**src/rtl/div_n_fsm.sv**
```systemverilog
// div_n_fsm: programmable divide-by-N sequencer.
// Produces a periodic enable waveform y (pulse or square duty) and a one-cycle
// end-of-period tick. New divisor/mode settings are held pending and take
// effect only at a period boundary, so a running waveform never glitches.
module div_n_fsm #(
  parameter int WIDTH        = 8,
  parameter int DEFAULT_DIV  = 3,
  parameter bit DEFAULT_MODE = 1'b0
) (
  input  logic             clk,
  input  logic             rst,
  input  logic             en,
  input  logic [WIDTH-1:0] div_val,
  input  logic             mode_val,
  input  logic             div_load,
  output logic             y,
  output logic             tick,
  output logic [WIDTH-1:0] div_cur,
  output logic             pend
);

  typedef enum logic {IDLE = 1'b0, RUN = 1'b1} state_t;

  state_t           state;
  logic [WIDTH-1:0] cnt;
  logic             mode_cur;
  logic [WIDTH-1:0] div_pend;
  logic             mode_pend;

  logic [WIDTH-1:0] ne;
  logic [WIDTH-1:0] last_cnt;
  logic [WIDTH:0]   half;
  logic             xfer;

  // A stored divisor of 0 behaves as 1 so the counter always has a legal range.
  function automatic logic [WIDTH-1:0] eff_div(input logic [WIDTH-1:0] d);
    return (d == '0) ? WIDTH'(1) : d;
  endfunction

  // Ceiling of n/2, one bit wider so n = 2^WIDTH-1 does not overflow.
  function automatic logic [WIDTH:0] ceil_half(input logic [WIDTH-1:0] n);
    return ({1'b0, n} + (WIDTH+1)'(1)) >> 1;
  endfunction

  // Output decode and transfer condition, from registered state only.
  always_comb begin
    ne       = eff_div(div_cur);
    last_cnt = ne - WIDTH'(1);
    half     = ceil_half(ne);
    tick     = (state == RUN) && (cnt == last_cnt);
    if (state != RUN) begin
      y = 1'b0;
    end else if (mode_cur) begin
      y = ({1'b0, cnt} < half);
    end else begin
      y = (cnt == '0);
    end
    // Pending settings move to active at a wrap, or at once when idle.
    xfer = pend && ((state == IDLE) || tick);
  end

  // Pending setting capture; validity is tracked by pend, so no reset needed.
  always_ff @(posedge clk) begin
    if (div_load) begin
      div_pend  <= div_val;
      mode_pend <= mode_val;
    end
  end

  // Run/idle state machine, period counter and active-setting transfer.
  always_ff @(posedge clk) begin
    if (rst) begin
      state    <= IDLE;
      cnt      <= '0;
      div_cur  <= WIDTH'(DEFAULT_DIV);
      mode_cur <= DEFAULT_MODE;
      pend     <= 1'b0;
    end else begin
      case (state)
        IDLE: begin
          cnt <= '0;
          if (en) state <= RUN;
        end
        RUN: begin
          if (!en) begin
            state <= IDLE;
            cnt   <= '0;
          end else if (tick) begin
            cnt <= '0;
          end else begin
            cnt <= cnt + WIDTH'(1);
          end
        end
        default: begin
          state <= IDLE;
          cnt   <= '0;
        end
      endcase

      if (xfer) begin
        div_cur  <= div_pend;
        mode_cur <= mode_pend;
      end

      // A load coinciding with a transfer stays pending for the next boundary.
      if (div_load) begin
        pend <= 1'b1;
      end else if (xfer) begin
        pend <= 1'b0;
      end
    end
  end

endmodule

```
**config.mk**
```make
export PLATFORM = sky130hd
export DESIGN_NAME = div_n_fsm
export DESIGN_NICKNAME = d
export VERILOG_FILES = /design/src/rtl/div_n_fsm.sv
export SDC_FILE = /design/constraint.sdc
export NUM_CORES = 1
export LEC_CHECK = 0
export BUFFER_PORTS_ARGS = -buffer_cell sky130_fd_sc_hd__buf_2
export CORE_ASPECT_RATIO = 0.6
export CORE_MARGIN = 2
export CORE_UTILIZATION = 45
export CTS_CLUSTER_SIZE = 24
export DETAILED_ROUTE_END_ITERATION = 8
export PLACE_DENSITY = 0.8
export SETUP_SLACK_MARGIN = 0.02
export SLEW_MARGIN = 20
export SYNTH_ARGS = -nofsm -noshare
export SYNTH_HDL_FRONTEND = slang
export SYNTH_SLANG_ARGS = --single-unit
```
**constraint.sdc**
```tcl
create_clock -name clk -period 2.3 [get_ports clk]
set_input_delay 0.46 -clock clk [delete_from_list [all_inputs] [get_ports clk]]
set_output_delay 0.46 -clock clk [all_outputs]
set_load 0.03 [all_outputs]
```
### Word-level counts from Yosys, hierarchy flattened

Cells that the tools add are included.

* bits in registers: 28
* bits in latches: 0
* memory bits (writable): 0
* bits in read-only memories: 0
* bits of input ports: 13
* memories kept: 0

* add/sub/neg operators: 3
* multipliers: 0
* divide/modulo/power cells: 0
* magnitude comparators: 1
* eq/ne operators: 1
* shifts and indexed selects: 0
* muxes and demuxes: 9
* bitwise gates (word level): 1
* reductions and logical operators: 6

Operator list (count)
* $mux 8: 3
* $logic_not 8->1: 2
* $pmux 8 s2: 1
* $add 8x1->9 const B: 1
* $add 8x1->8 const B: 1
* $eq 8x8->1: 1
* $lt 8x8->1: 1
* $sub 8x1->8 const B: 1
* $mux 1: 5
* $logic_and 1x1->1: 2
* $reduce_bool 2->1: 1
* $logic_or 1x1->1: 1
* $not 1->1: 1

### Depth between registers and ports, before layout

* depth in word-level cells: 9
* depth in mapped cells: 12

### Least setup slack after synthesis

Ideal clock, no wire load.

* kind: reg2out
* start point: register div_cur[2]
* end point: output y
* data arrival time: 3082 ps
* required time: 1840 ps
* setup slack: -1242 ps
* cell stages (with the launch flop): 9
* path buffers: 1
* cells stage by stage: dfxtp_1 clkbuf_1 and3_1 and3_1 nand3_1 xor2_1 ha_1 o21a_1 o311ai_0

* word-level cells in the longest chain between the ends: 6

Ends and longest elaborated chain
* start, declared: RTL line 18 `output logic [WIDTH-1:0] div_cur,`
* start signal, assigned: RTL line 75 `div_cur <= WIDTH'(DEFAULT_DIV);`
* start signal, assigned: RTL line 101 `div_cur <= div_pend;`
* $logic_not 8->1: RTL line 37 `return (d == '0) ? WIDTH'(1) : d;`
* $mux 8 *: RTL line 37
* $add 8x1->9 *: RTL line 42 `return ({1'b0, n} + (WIDTH+1)'(1)) >> 1;`
* $lt 8x8->1 *: RTL line 54 `y = ({1'b0, cnt} < half);`
* $mux 1 *: RTL line 53 `end else if (mode_cur) begin`
* $mux 1 *: RTL line 51 `if (state != RUN) begin`
* end, declared: RTL line 16 `output logic y,`

Every way passes the cells marked *; elsewhere a longest branch is shown, timed or not.

### Worst setup path after layout

* start point: register div_cur[1]
* end point: output tick

* word-level cells in the longest chain between the ends: 5

Ends and longest elaborated chain
* $logic_not 8->1: RTL line 37
* $mux 8 *: RTL line 37
* $sub 8x1->8 *: RTL line 48 `last_cnt = ne - WIDTH'(1);`
* $eq 8x8->1 *: RTL line 50 `tick = (state == RUN) && (cnt == last_cnt);`
* $logic_and 1x1->1 *: RTL line 50
* end, declared: RTL line 17 `output logic tick,`

Marked as above.

==> results.py <==
metrics = {
    "floorplan": {
        "dieArea_um2": 4210,
        "die_width_um": 82.5,
        "start_util_pct": 46.3,
        "core_area_um2": 3590,
        "ios": 24,
        "rows": 17,
        "die_h_um": 51.1,
    },
    "timing": {
        "whs_ns": 0.350,
        "period_share_pct": 125,
        "tightest_slew_ns": 0.351,
        "drv_slew": 0,
        "slew-limit-headroom_pct": 76.4,
        "setup_viol": 20,
        "min_period_ns": 2.87,
        "fmax_mhz": 348,
        "final.setup.worst_slack_ns": -0.573,
        "skew_ns": 0.00231,
        "finalHoldViolCount": 0,
        "rsz0062_at_grt": "true",
    },
    "critical_path": {
        "cp.arrival_ns": 2.41,
        "max_stage_delay_ns": 0.33,
        "path_class": "register to primary output",
        "crit_fanout": 4,
        "startpoint_type": "register",
        "end_kind": "primary output",
        "crit_slowest_cell": "nor3_1",
        "crit_chain": "nor3_1 > a21oi_2 > ha_4 > o21ba_4 > a221oi_2 > a41oi_2 > a2111oi_4 > and3_4 > buf_6",
        "cp.required_ns": 1.84,
    },
    "global_route": {
        "grt_remaining_overflow": 0,
        "grt_usage_pct": 22.7,
        "antenna_found_initial": 0,
        "grt_pass1_wl_um": 7170,
        "grt_max_degree": 21,
        "grt_pass1_vias": 1425,
    },
    "run": {
        "cap_violations": 0,
    },
    "synthesis": {
        "synth_fp_nets": 192,
        "syn_inst": 169,
        "yosys-top-cells-area": "dfxtp_1, edfxtp_1, ha_1, nand2b_1, mux2i_1",
        "synth_top_area_share_pct": 22.9,
        "synth_mux_area_share_pct": 5.42,
        "yosys.area_share.xor_xnor_pct": 10.5,
        "synth-compound-area-share_pct": 10.8,
        "ys_warn_count": 0,
        "syn_area_um2": 1660,
        "ys_types": 41,
        "synth_fa_ha_area_share_pct": 7.52,
        "synth_top_family_by_area": "simple AND/OR/NAND/NOR gates",
        "syn_area_per_cell_um2": 9.84,
        "yosysSeqAreaShare_pct": 39.1,
        "ys_seq_elements": 28,
        "synth-simple-area-share_pct": 21.1,
        "yosys.area.top_type": "dfxtp_1",
    },
    "finish": {
        "diodes": 0,
        "final_util_pct": 60.4,
        "layout-drive-gt1-share_pct": 36.9,
        "layout_commonest_cell": "buf_4",
        "fin_cells": 261,
        "syn_to_final_growth_pct": 30.5,
        "nNetsFinal": 238,
        "final_cell_mix": "buf_4, buf_2, nor2_1",
    },
    "routing": {
        "drtAntennaViolNets": 0,
        "vias_per_cell": 5.40,
        "routedWlPerCell_um": 15.8,
        "dr.pass1.iters": 4,
        "vias": 1410,
        "wirelength_um": 4110,
        "drt_iter0_drc": 68,
        "drc_errors": 0,
    },
    "clock_tree": {
        "path_clk_slew_ns": 0.10,
        "clkLatencyLatePin_ns": 0.28,
        "hold_buffers": 0,
        "clock_sinks": 28,
        "clock_path_buffers": 2,
        "cts_buffers": 3,
        "clock-root-buffer": "clkbuf_8",
        "h-tree-depth": 1,
        "cts_tree": "built",
    },
    "status": {
        "violations": "setup timing",
        "run_status": "finished, violations left",
    },
    "placement": {
        "gp_congestion": 0.868,
        "dpl.hpwl_um": 2990,
        "numPlacedInstances": 253,
        "portBuffers": 23,
        "place_ws_ns": -0.549,
    },
    "power_and_ir_drop": {
        "p_comb_share_pct": 23.8,
        "intPower_mw": 0.786,
        "seqPwrFrac_pct": 50.4,
        "leakagePower_nw": 0.951,
        "switching_share_pct": 28.2,
        "ir_drop_mv": 0.355,
        "clkPwrFrac_pct": 25.8,
        "p_per_area_nw_per_um2": 505,
        "switching_power_mw": 0.309,
    },
    "min_path": {
        "min_path_type": "input pin to register",
    },
}
## area by class of cell
type                            count  area (um2)
Fill cell                         291        1420
Multi-Input combinational cell    124        1030
Sequential cell                    28         663
Timing Repair Buffer               51         345
Tap cell                           47        58.8
Clock buffer                        4        45.0
Inverter                            7        26.3
## cells in the mapped netlist
master and instances:
nor4_2 1, a21o_1 3, a21bo_1 1, ha_1 10, nand3_1 6, dfxtp_1 19
nor2_1 16, a211o_1 1, buf_4 1, o21ba_2 1, inv_1 7, nand2b_1 15
buf_6 3, mux2i_1 9, a2111oi_4 1, nor4_1 3, o21ai_0 4, xor2_1 10
clkbuf_1 5, a31oi_1 1, o311ai_0 1, xnor2_1 10, nor3_1 3, buf_2 1
a311oi_1 1, and3_1 4, a41oi_1 1, or3_1 1, nor2b_1 2, and4_1 1
a21oi_1 2, nand4_1 3, a221oi_1 1, a211oi_1 1, edfxtp_1 9, or4_4 1
nand2_2 1, nand2_1 6, o21a_1 1, or3b_1 1, a221oi_2 1
## critical path: cells and delay by family, from the launching register on
kind	cells	cell delay, ns
AO/OA/AOI/OAI	5	0.92
adder cells (fa/ha/maj)	1	0.20
buffers and inverters	1	0.13
flip-flops	1	0.32
AND/OR/NAND/NOR	2	0.58
## power groups by stage
stage | Sequential (mW) | Combinational (mW) | Clock [mW]
floorplan | 0.580 | 0.137 | 0
global placement | 0.561 | 0.218 | 0
detailed placement | 0.563 | 0.227 | 0
CTS | 0.552 | 0.255 | 0.286
global route | 0.555 | 0.284 | 0.305
finish | 0.552 | 0.261 | 0.283
## timing repair
| action | CTS | global route |
|---|---|---|
| pin swaps | 13 | 0 |
| gates resized for setup | 16 | 4 |
| setup endpoints to repair | 20 | 20 |
| setup buffers | 3 | 1 |
| endpoints found under the hold margin | 0 | 0 |
## path summary, 6_finish.rpt
check | start | to | slack, ns | depth (start not counted)
worst max-delay path | div_cur[1] | tick | -0.57 | 9
worst min-delay path | div_val[4] | div_pend[4] | 0.35 | 1
worst min register to register | mode_cur | mode_cur | 0.52 | 2
worst max register to register | div_cur[1] | div_cur[5] | -0.26 | 11
## per-stage QoR
step	total power [mW]	setup TNS, ns	instance area [um2]
floorplan	0.717	-4.16	1740
global placement	0.779	-5.13	2030
detailed placement	0.790	-7.07	2030
CTS	1.09	-3.95	2150
global route	1.14	-6.12	2170
finish	1.10	-3.66	2170
## layer usage
| metal | global-route usage (%) | share of wire, % | vias to the layer above |
|---|---|---|---|
| li1 | - | - | 683 |
| met3 | 3.71 | 5.3 | 2 |
| met4 | 3.61 | 0.32 | 0 |
| met1 | 33.0 | 49 | 683 |
| met2 | 35.9 | 45 | 42 |
| met5 | 0 | 0 | - |
## cells by family (layout without fill, tap and decap cells)
| kind of cell | Yosys count | in the layout |
|---|---|---|
| AOI/OAI and AO/OA | 21 | 21 |
| xor gates and xnor gates | 20 | 20 |
| adders and majority gates | 10 | 10 |
| buffers and inverters | 17 | 62 |
| DFF | 28 | 28 |
| muxes | 9 | 9 |
| and+or+nand+nor | 64 | 64 |
## flip-flops by register name (all words and copies together) (netlist names)
register / count
mode_cur: 1
pend: 1
mode_pend: 1
div_pend: 8
div_cur: 8
state: 1
cnt: 8
Note: power is estimated with default switching activity, not from simulation.
